[src/rtl/mac_loa_param_if.sv]
// Request/status bundle for the LOA multiply-accumulate engine.
// Handshake: a request is accepted on a rising edge where start=1 and busy=0;
// clr/a/b are captured on that edge only, and done pulses once when acc is updated.
interface mac_loa_param_if #(
  parameter int WIDTH = 16,
  parameter int ACC_W = 40
);
  logic             start;
  logic             clr;
  logic [WIDTH-1:0] a;
  logic [WIDTH-1:0] b;
  logic [ACC_W-1:0] acc;
  logic             done;
  logic             busy;
  logic             ovf;

  modport master (output start, clr, a, b, input acc, done, busy, ovf);
  modport slave  (input start, clr, a, b, output acc, done, busy, ovf);
endinterface

[src/rtl/mac_loa_param.sv]
// Sequential shift-add approximate MAC with a persistent accumulator, built on Lower-part-OR adders.
// Build option MAC_SAT_EN: accumulator saturates to all-ones on overflow instead of wrapping.
module mac_loa_param #(
  parameter int WIDTH    = 16,
  parameter int ACC_W    = 40,
  parameter int LOA_BITS = 8
) (
  input  logic           clk,
  input  logic           rst_n,
  mac_loa_param_if.slave mac_s,
  output logic [1:0]     state_o
);
  localparam int PW    = 2 * WIDTH;
  localparam int AW1   = ACC_W + 1;
  localparam int CNT_W = (WIDTH > 1) ? $clog2(WIDTH) : 1;
  localparam int KIDX  = (LOA_BITS > 0) ? LOA_BITS - 1 : 0;
  localparam logic [PW-1:0]    LO_MASK_P = {PW{1'b1}} >> (PW - LOA_BITS);
  localparam logic [ACC_W-1:0] LO_MASK_A = {ACC_W{1'b1}} >> (ACC_W - LOA_BITS);
  localparam logic [CNT_W-1:0] CNT_LAST  = CNT_W'(WIDTH - 1);

  typedef enum logic [1:0] {
    ST_IDLE = 2'd0,
    ST_MUL  = 2'd1,
    ST_ACC  = 2'd2
  } state_e;

  // Low part is a plain OR; the upper part adds exactly with the carry taken from bit k-1 of both inputs.
  function automatic logic [PW-1:0] loa_p(input logic [PW-1:0] x, input logic [PW-1:0] y);
    logic          cin;
    logic [PW-1:0] hi;
    cin = (LOA_BITS > 0) ? (x[KIDX] & y[KIDX]) : 1'b0;
    hi  = (x & ~LO_MASK_P) + (y & ~LO_MASK_P) + (PW'(cin) << LOA_BITS);
    return hi | ((x | y) & LO_MASK_P);
  endfunction

  function automatic logic [ACC_W:0] loa_a(input logic [ACC_W-1:0] x, input logic [ACC_W-1:0] y);
    logic         cin;
    logic [ACC_W:0] hi;
    cin = (LOA_BITS > 0) ? (x[KIDX] & y[KIDX]) : 1'b0;
    hi  = {1'b0, x & ~LO_MASK_A} + {1'b0, y & ~LO_MASK_A} + (AW1'(cin) << LOA_BITS);
    return {hi[ACC_W], hi[ACC_W-1:0] | ((x | y) & LO_MASK_A)};
  endfunction

  state_e           state_q;
  logic [CNT_W-1:0] cnt_q;
  logic [PW-1:0]    p_q;
  logic [PW-1:0]    mcand_q;
  logic [WIDTH-1:0] mplier_q;
  logic             clr_q;
  logic [ACC_W-1:0] acc_q, acc_d;
  logic             ovf_q, ovf_d;
  logic             done_q;
  logic             busy_q;

  logic [PW-1:0]    mul_sum;
  logic [ACC_W-1:0] p_ext;
  logic [ACC_W:0]   acc_sum;

  assign p_ext   = ACC_W'(p_q);
  assign mul_sum = loa_p(p_q, mcand_q);
  assign acc_sum = loa_a(acc_q, p_ext);

  always_comb begin
    acc_d = acc_q;
    ovf_d = ovf_q;
    if (clr_q) begin
      acc_d = p_ext;
    end else begin
      acc_d = acc_sum[ACC_W-1:0];
      if (acc_sum[ACC_W]) begin
        ovf_d = 1'b1;
`ifdef MAC_SAT_EN
        acc_d = '1;
`endif
      end
    end
  end

  always_ff @(posedge clk or negedge rst_n) begin
    if (!rst_n) begin
      state_q  <= ST_IDLE;
      cnt_q    <= '0;
      p_q      <= '0;
      mcand_q  <= '0;
      mplier_q <= '0;
      clr_q    <= 1'b0;
      acc_q    <= '0;
      ovf_q    <= 1'b0;
      done_q   <= 1'b0;
      busy_q   <= 1'b0;
    end else begin
      done_q <= 1'b0;
      case (state_q)
        ST_IDLE: begin
          if (mac_s.start) begin
            state_q  <= ST_MUL;
            cnt_q    <= '0;
            p_q      <= '0;
            mcand_q  <= PW'(mac_s.a);
            mplier_q <= mac_s.b;
            clr_q    <= mac_s.clr;
            busy_q   <= 1'b1;
            if (mac_s.clr) ovf_q <= 1'b0;
          end
        end
        ST_MUL: begin
          // Operands are shifted so the current multiplier bit is always bit 0.
          if (mplier_q[0]) p_q <= mul_sum;
          mcand_q  <= mcand_q << 1;
          mplier_q <= mplier_q >> 1;
          if (cnt_q == CNT_LAST) begin
            state_q <= ST_ACC;
          end else begin
            cnt_q <= cnt_q + CNT_W'(1);
          end
        end
        ST_ACC: begin
          acc_q   <= acc_d;
          ovf_q   <= ovf_d;
          done_q  <= 1'b1;
          busy_q  <= 1'b0;
          state_q <= ST_IDLE;
        end
        default: state_q <= ST_IDLE;
      endcase
    end
  end

  assign mac_s.acc  = acc_q;
  assign mac_s.ovf  = ovf_q;
  assign mac_s.done = done_q;
  assign mac_s.busy = busy_q;
  assign state_o    = state_q;
endmodule

[src/flat_wrapper.sv]
// flat-port wrapper written by rule: the top's interface ports become plain ports
module mac_loa_param_flat 
#(
  parameter int WIDTH    = 16,
  parameter int ACC_W    = 40,
  parameter int LOA_BITS = 8
)
  (clk, rst_n, state_o, mac_s_start, mac_s_clr, mac_s_a, mac_s_b, mac_s_acc, mac_s_done, mac_s_busy, mac_s_ovf);
  mac_loa_param_if #(.WIDTH(WIDTH), .ACC_W(ACC_W)) mac_s_i ();
  input  logic clk;
  input  logic rst_n;
  output logic [1:0] state_o;
  input wire logic [$bits(mac_s_i.start)-1:0] mac_s_start;
  input wire logic [$bits(mac_s_i.clr)-1:0] mac_s_clr;
  input wire logic [$bits(mac_s_i.a)-1:0] mac_s_a;
  input wire logic [$bits(mac_s_i.b)-1:0] mac_s_b;
  output wire logic [$bits(mac_s_i.acc)-1:0] mac_s_acc;
  output wire logic [$bits(mac_s_i.done)-1:0] mac_s_done;
  output wire logic [$bits(mac_s_i.busy)-1:0] mac_s_busy;
  output wire logic [$bits(mac_s_i.ovf)-1:0] mac_s_ovf;
  assign mac_s_i.start = mac_s_start;
  assign mac_s_i.clr = mac_s_clr;
  assign mac_s_i.a = mac_s_a;
  assign mac_s_i.b = mac_s_b;
  assign mac_s_acc = mac_s_i.acc;
  assign mac_s_done = mac_s_i.done;
  assign mac_s_busy = mac_s_i.busy;
  assign mac_s_ovf = mac_s_i.ovf;
  mac_loa_param #(.WIDTH(WIDTH), .ACC_W(ACC_W), .LOA_BITS(LOA_BITS)) u_core (.clk(clk), .rst_n(rst_n), .mac_s(mac_s_i), .state_o(state_o));
endmodule
[config.mk]
export PLATFORM = sky130hd
export DESIGN_NAME = mac_loa_param_flat
export DESIGN_NICKNAME = d
export VERILOG_FILES = /design/src/rtl/mac_loa_param_if.sv /design/src/rtl/mac_loa_param.sv /design/src/flat_wrapper.sv
export SDC_FILE = /design/constraint.sdc
export NUM_CORES = 1
export LEC_CHECK = 0
export ABC_AREA = 1
export BUFFER_PORTS_ARGS = -buffer_cell sky130_fd_sc_hd__buf_2
export CELL_PAD_IN_SITES_DETAIL_PLACEMENT = 0
export CELL_PAD_IN_SITES_GLOBAL_PLACEMENT = 1
export CORE_MARGIN = 2
export CORE_UTILIZATION = 40
export DETAILED_ROUTE_END_ITERATION = 8
export PLACE_DENSITY_LB_ADDON = 0.1
export SLEW_MARGIN = 10
export SYNTH_ARGS = -nofsm -noshare
export SYNTH_HDL_FRONTEND = slang
export SYNTH_SLANG_ARGS = --single-unit
[constraint.sdc]
create_clock -name clk -period 2.2 [get_ports clk]
set_input_delay 0.44 -clock clk [delete_from_list [all_inputs] [get_ports clk]]
set_output_delay 0.44 -clock clk [all_outputs]
set_load 0.01 [all_outputs]
==> flow_metrics.py <==
metrics = {
    "logic_synthesis": {
        "ys_async_sr_fraction_pct": 100,
        "synth.most_common_cell": "nand2_1",
        "synth_top_area_share_pct": 35.4,
        "yosysTopAreaCell": "dfrtp_1",
        "synth_cell_types": 39,
        "synth_area_um2": 9200,
        "ys_seq_area_share_pct": 35.4,
        "synth_mux_area_share_pct": 0,
        "synth_compound_area_share_pct": 14.2,
        "ys_ff_latch": 130,
        "synthCells": 1286,
        "syn_avg_cell_area_um2": 7.15,
        "synthesis.nets": 1418,
        "ys_top_cells_by_area": "dfrtp_1 35%, nand2_1 16%, ha_1 13%",
        "synth_top_family_by_area": "simple AND/OR/NAND/NOR gates",
        "yosys.area_share.xor_xnor_pct": 0.381,
        "synth-simple-area-share_pct": 27.8,
        "ys.flop_type": "dfrtp_1",
        "synth_common_cells": "393 x nand2_1, 171 x inv_1, 130 x dfrtp_1",
        "yosys_warnings": 0,
        "synthAdderAreaFrac_pct": 13.4,
        "synth_edf_count": 0,
    },
    "finish": {
        "post-route-util_pct": 57.6,
        "final_net_count": 1639,
        "nFillCells": 2108,
        "synthToLayoutAreaGrowth_pct": 41.7,
        "multiInputGateArea_um2": 6550,
        "final_layout_size_suffix_gt1_share_pct": 33.0,
        "diodes": 0,
        "regArea_um2": 3270,
    },
    "floorplan": {
        "dieArea_um2": 24200,
        "io_pins": 81,
        "die_x_um": 156,
        "core_um2": 22600,
        "die_y_um": 156,
        "rows": 55,
        "initial_core_util_pct": 40.6,
    },
    "worst_hold_path": {
        "hold_start": "mac_s_b[15]",
        "min_delay_worst_endpoint": "u_core.mplier_q[15]",
        "hold_path.class": "in2reg",
        "hold_path_depth": 3,
    },
    "power": {
        "cellLeakagePower_nw": 6.53,
        "vdd_drop_max_mv": 0.859,
        "power.density_nw_per_um2": 1800,
        "total_power_w": 0.0235,
    },
    "setup_path": {
        "worst_setup_path_start_kind": "register",
        "path_max_fanout": 4,
        "arrival_ns": 2.58,
        "r2r-end": "u_core.mac_s.acc[13]",
        "required_ns": 2.50,
        "rrSetupSlack_ns": -0.08,
        "end_kind": "register",
        "ff2ff_path_depth": 14,
        "worstSetupPathType": "reg2reg",
        "r2r_start": "u_core.p_q[8]",
    },
    "sta": {
        "worst_slew_margin_rel_pct": 65.6,
        "max_freq_mhz": 439,
        "fin_ws_ns": -0.0771,
        "rsz0062_at_grt": "true",
        "clock_skew_ns": 0.0139,
        "holdWs_ns": 0.207,
        "setup_viol": 12,
        "fin_crit_sh_pct": 104,
        "finalHoldViolCount": 0,
        "fin_crit_ns": 2.28,
        "worst-slew-pin-transition_ns": 0.516,
        "maxSlewViolCount": 0,
    },
    "routing": {
        "drt-wirelength-per-cell_um": 16.5,
        "via_per_inst": 5.06,
        "firstDrtPassIters": 4,
        "vias": 9139,
        "first_iter_violations": 451,
        "drt-total-wl_um": 29800,
        "antenna_left": 0,
        "drc": 0,
    },
    "global_routing": {
        "grt_pass1_wl_um": 46500,
        "gr-total-overflow": 0,
        "grt_pass1_vias": 8851,
        "antenna_found_initial": 0,
        "grt_max_degree": 51,
        "grtUsageTotal_pct": 24.7,
    },
    "clock_network": {
        "cts_tree": "built",
        "clock_latency_ns": 0.44,
        "clock_sinks": 130,
        "htree_levels": 4,
        "cts_made_buffers": 17,
        "clkTransAtPathRegs_ns": 0.07,
        "cts_buffer_depth": 2,
        "clockRootBuffer": "clkbuf_16",
    },
    "status": {
        "violations": "negative setup slack",
        "outcome": "complete, but fails checks",
    },
    "job": {
        "drv_cap": 0,
    },
    "place": {
        "dp_hpwl_um": 22100,
        "port_buffers": 80,
        "place.gp.congestion": 0.944,
    },
}
[cell families (layout without fill, tap and decap cells)]
kind of cell / Yosys count / after routing
fa+ha+maj: 96 / 96
xor+xnor: 4 / 4
compound gates: 236 / 236
buf+inv: 205 / 439
simple gates: 615 / 615
flops: 130 / 130
[layout by cell type, fill, tap and decap left out, drive strengths merged, types with 17 or more instances in the layout]
master / n
nand2: 398
buf: 229
inv: 185
dfrtp: 130
nor2: 116
a21oi: 103
ha: 92
o21ai: 85
nand3: 73
clkbuf: 18
o22ai: 17
[sequential cells by signal, summed over array words and instances (netlist names)]
name and cells:
u_core.clr_q 1, u_core.p_q 32, u_core.state_o 2, u_core.mac_s.ovf 1, u_core.mac_s.done 1, u_core.mplier_q 16, u_core.mac_s.busy 1, u_core.cnt_q 4
u_core.mac_s.acc 40, u_core.mcand_q 32
[area by class of cell]
type	instances	share of cell area (%)
Clock buffer	18	3.29
Tap cell	285	2.74
Sequential cell	130	25.1
Inverter	177	5.15
Timing Repair Buffer	230	12.2
Clock inverter	14	1.30
Multi-Input combinational cell	951	50.3
[routing by layer]
layer / routed length, µm / vias up / track usage (%) / part of all wire, %
met5: 0 / - / 0 / 0
met4: 820 / 0 / 7.86 / 2.7
met3: 1000 / 40 / 3.28 / 3.4
met2: 14300 / 178 / 41.3 / 48
met1: 13700 / 4276 / 33.3 / 46
li1: - / 4645 / - / -
[worst max-delay path by stage]
stage	cells past startpoint	start	to
after floorplan	16	u_core.mac_s.acc[8]	u_core.mac_s.acc[33]
after global placement	14	u_core.p_q[8]	u_core.p_q[21]
after detailed placement	15	u_core.p_q[8]	u_core.p_q[25]
after CTS	15	u_core.mac_s.acc[8]	u_core.mac_s.acc[17]
after global routing	16	u_core.mac_s.acc[8]	u_core.mac_s.acc[25]
final	14	u_core.p_q[8]	u_core.mac_s.acc[13]
[per-stage QoR]
stage	setup TNS (ns)	setup slack, ns	cells	instance area [µm²]
6_report	-0.404	-0.0771	1805	13000
5_1_grt	-2.54	-0.202	1805	13000
4_1_cts	-0.256	-0.0499	1800	12000
3_5_place_dp	-2.83	-0.179	1761	10900
3_3_place_gp	-2.09	-0.156	1761	10900
2_1_floorplan	-0.0285	-0.0158	1286	9220
[power by group]
part | switching, W | internal, W | leakage, nW
combinational | 0.00878 | 0.00741 | 4.70
clock | 0.00129 | 0.00171 | 0.284
sequential | 0.000910 | 0.00337 | 1.55
[worst max-delay path, cell delays in order (launching register included)]
cell      delay (ns)
dfrtp_1         0.38
inv_1           0.12
fa_2            0.21
inv_2           0.04
ha_4            0.15
inv_2           0.05
fa_2            0.22
inv_2           0.05
nand3_2         0.07
nand3_4         0.12
buf_4           0.16
buf_6           0.10
or2_2           0.26
nand3_1         0.10
o211ai_1        0.10
[timing repair]
item                                   CTS  global route
buffers inserted                         6             8
pin swaps                               26            40
setup endpoints to repair               37            46
hold buffers                             1             0
endpoints found under the hold margin   46             0
gates resized for setup                 81           179
No activity file was read; power rests on OpenSTA's default activity.
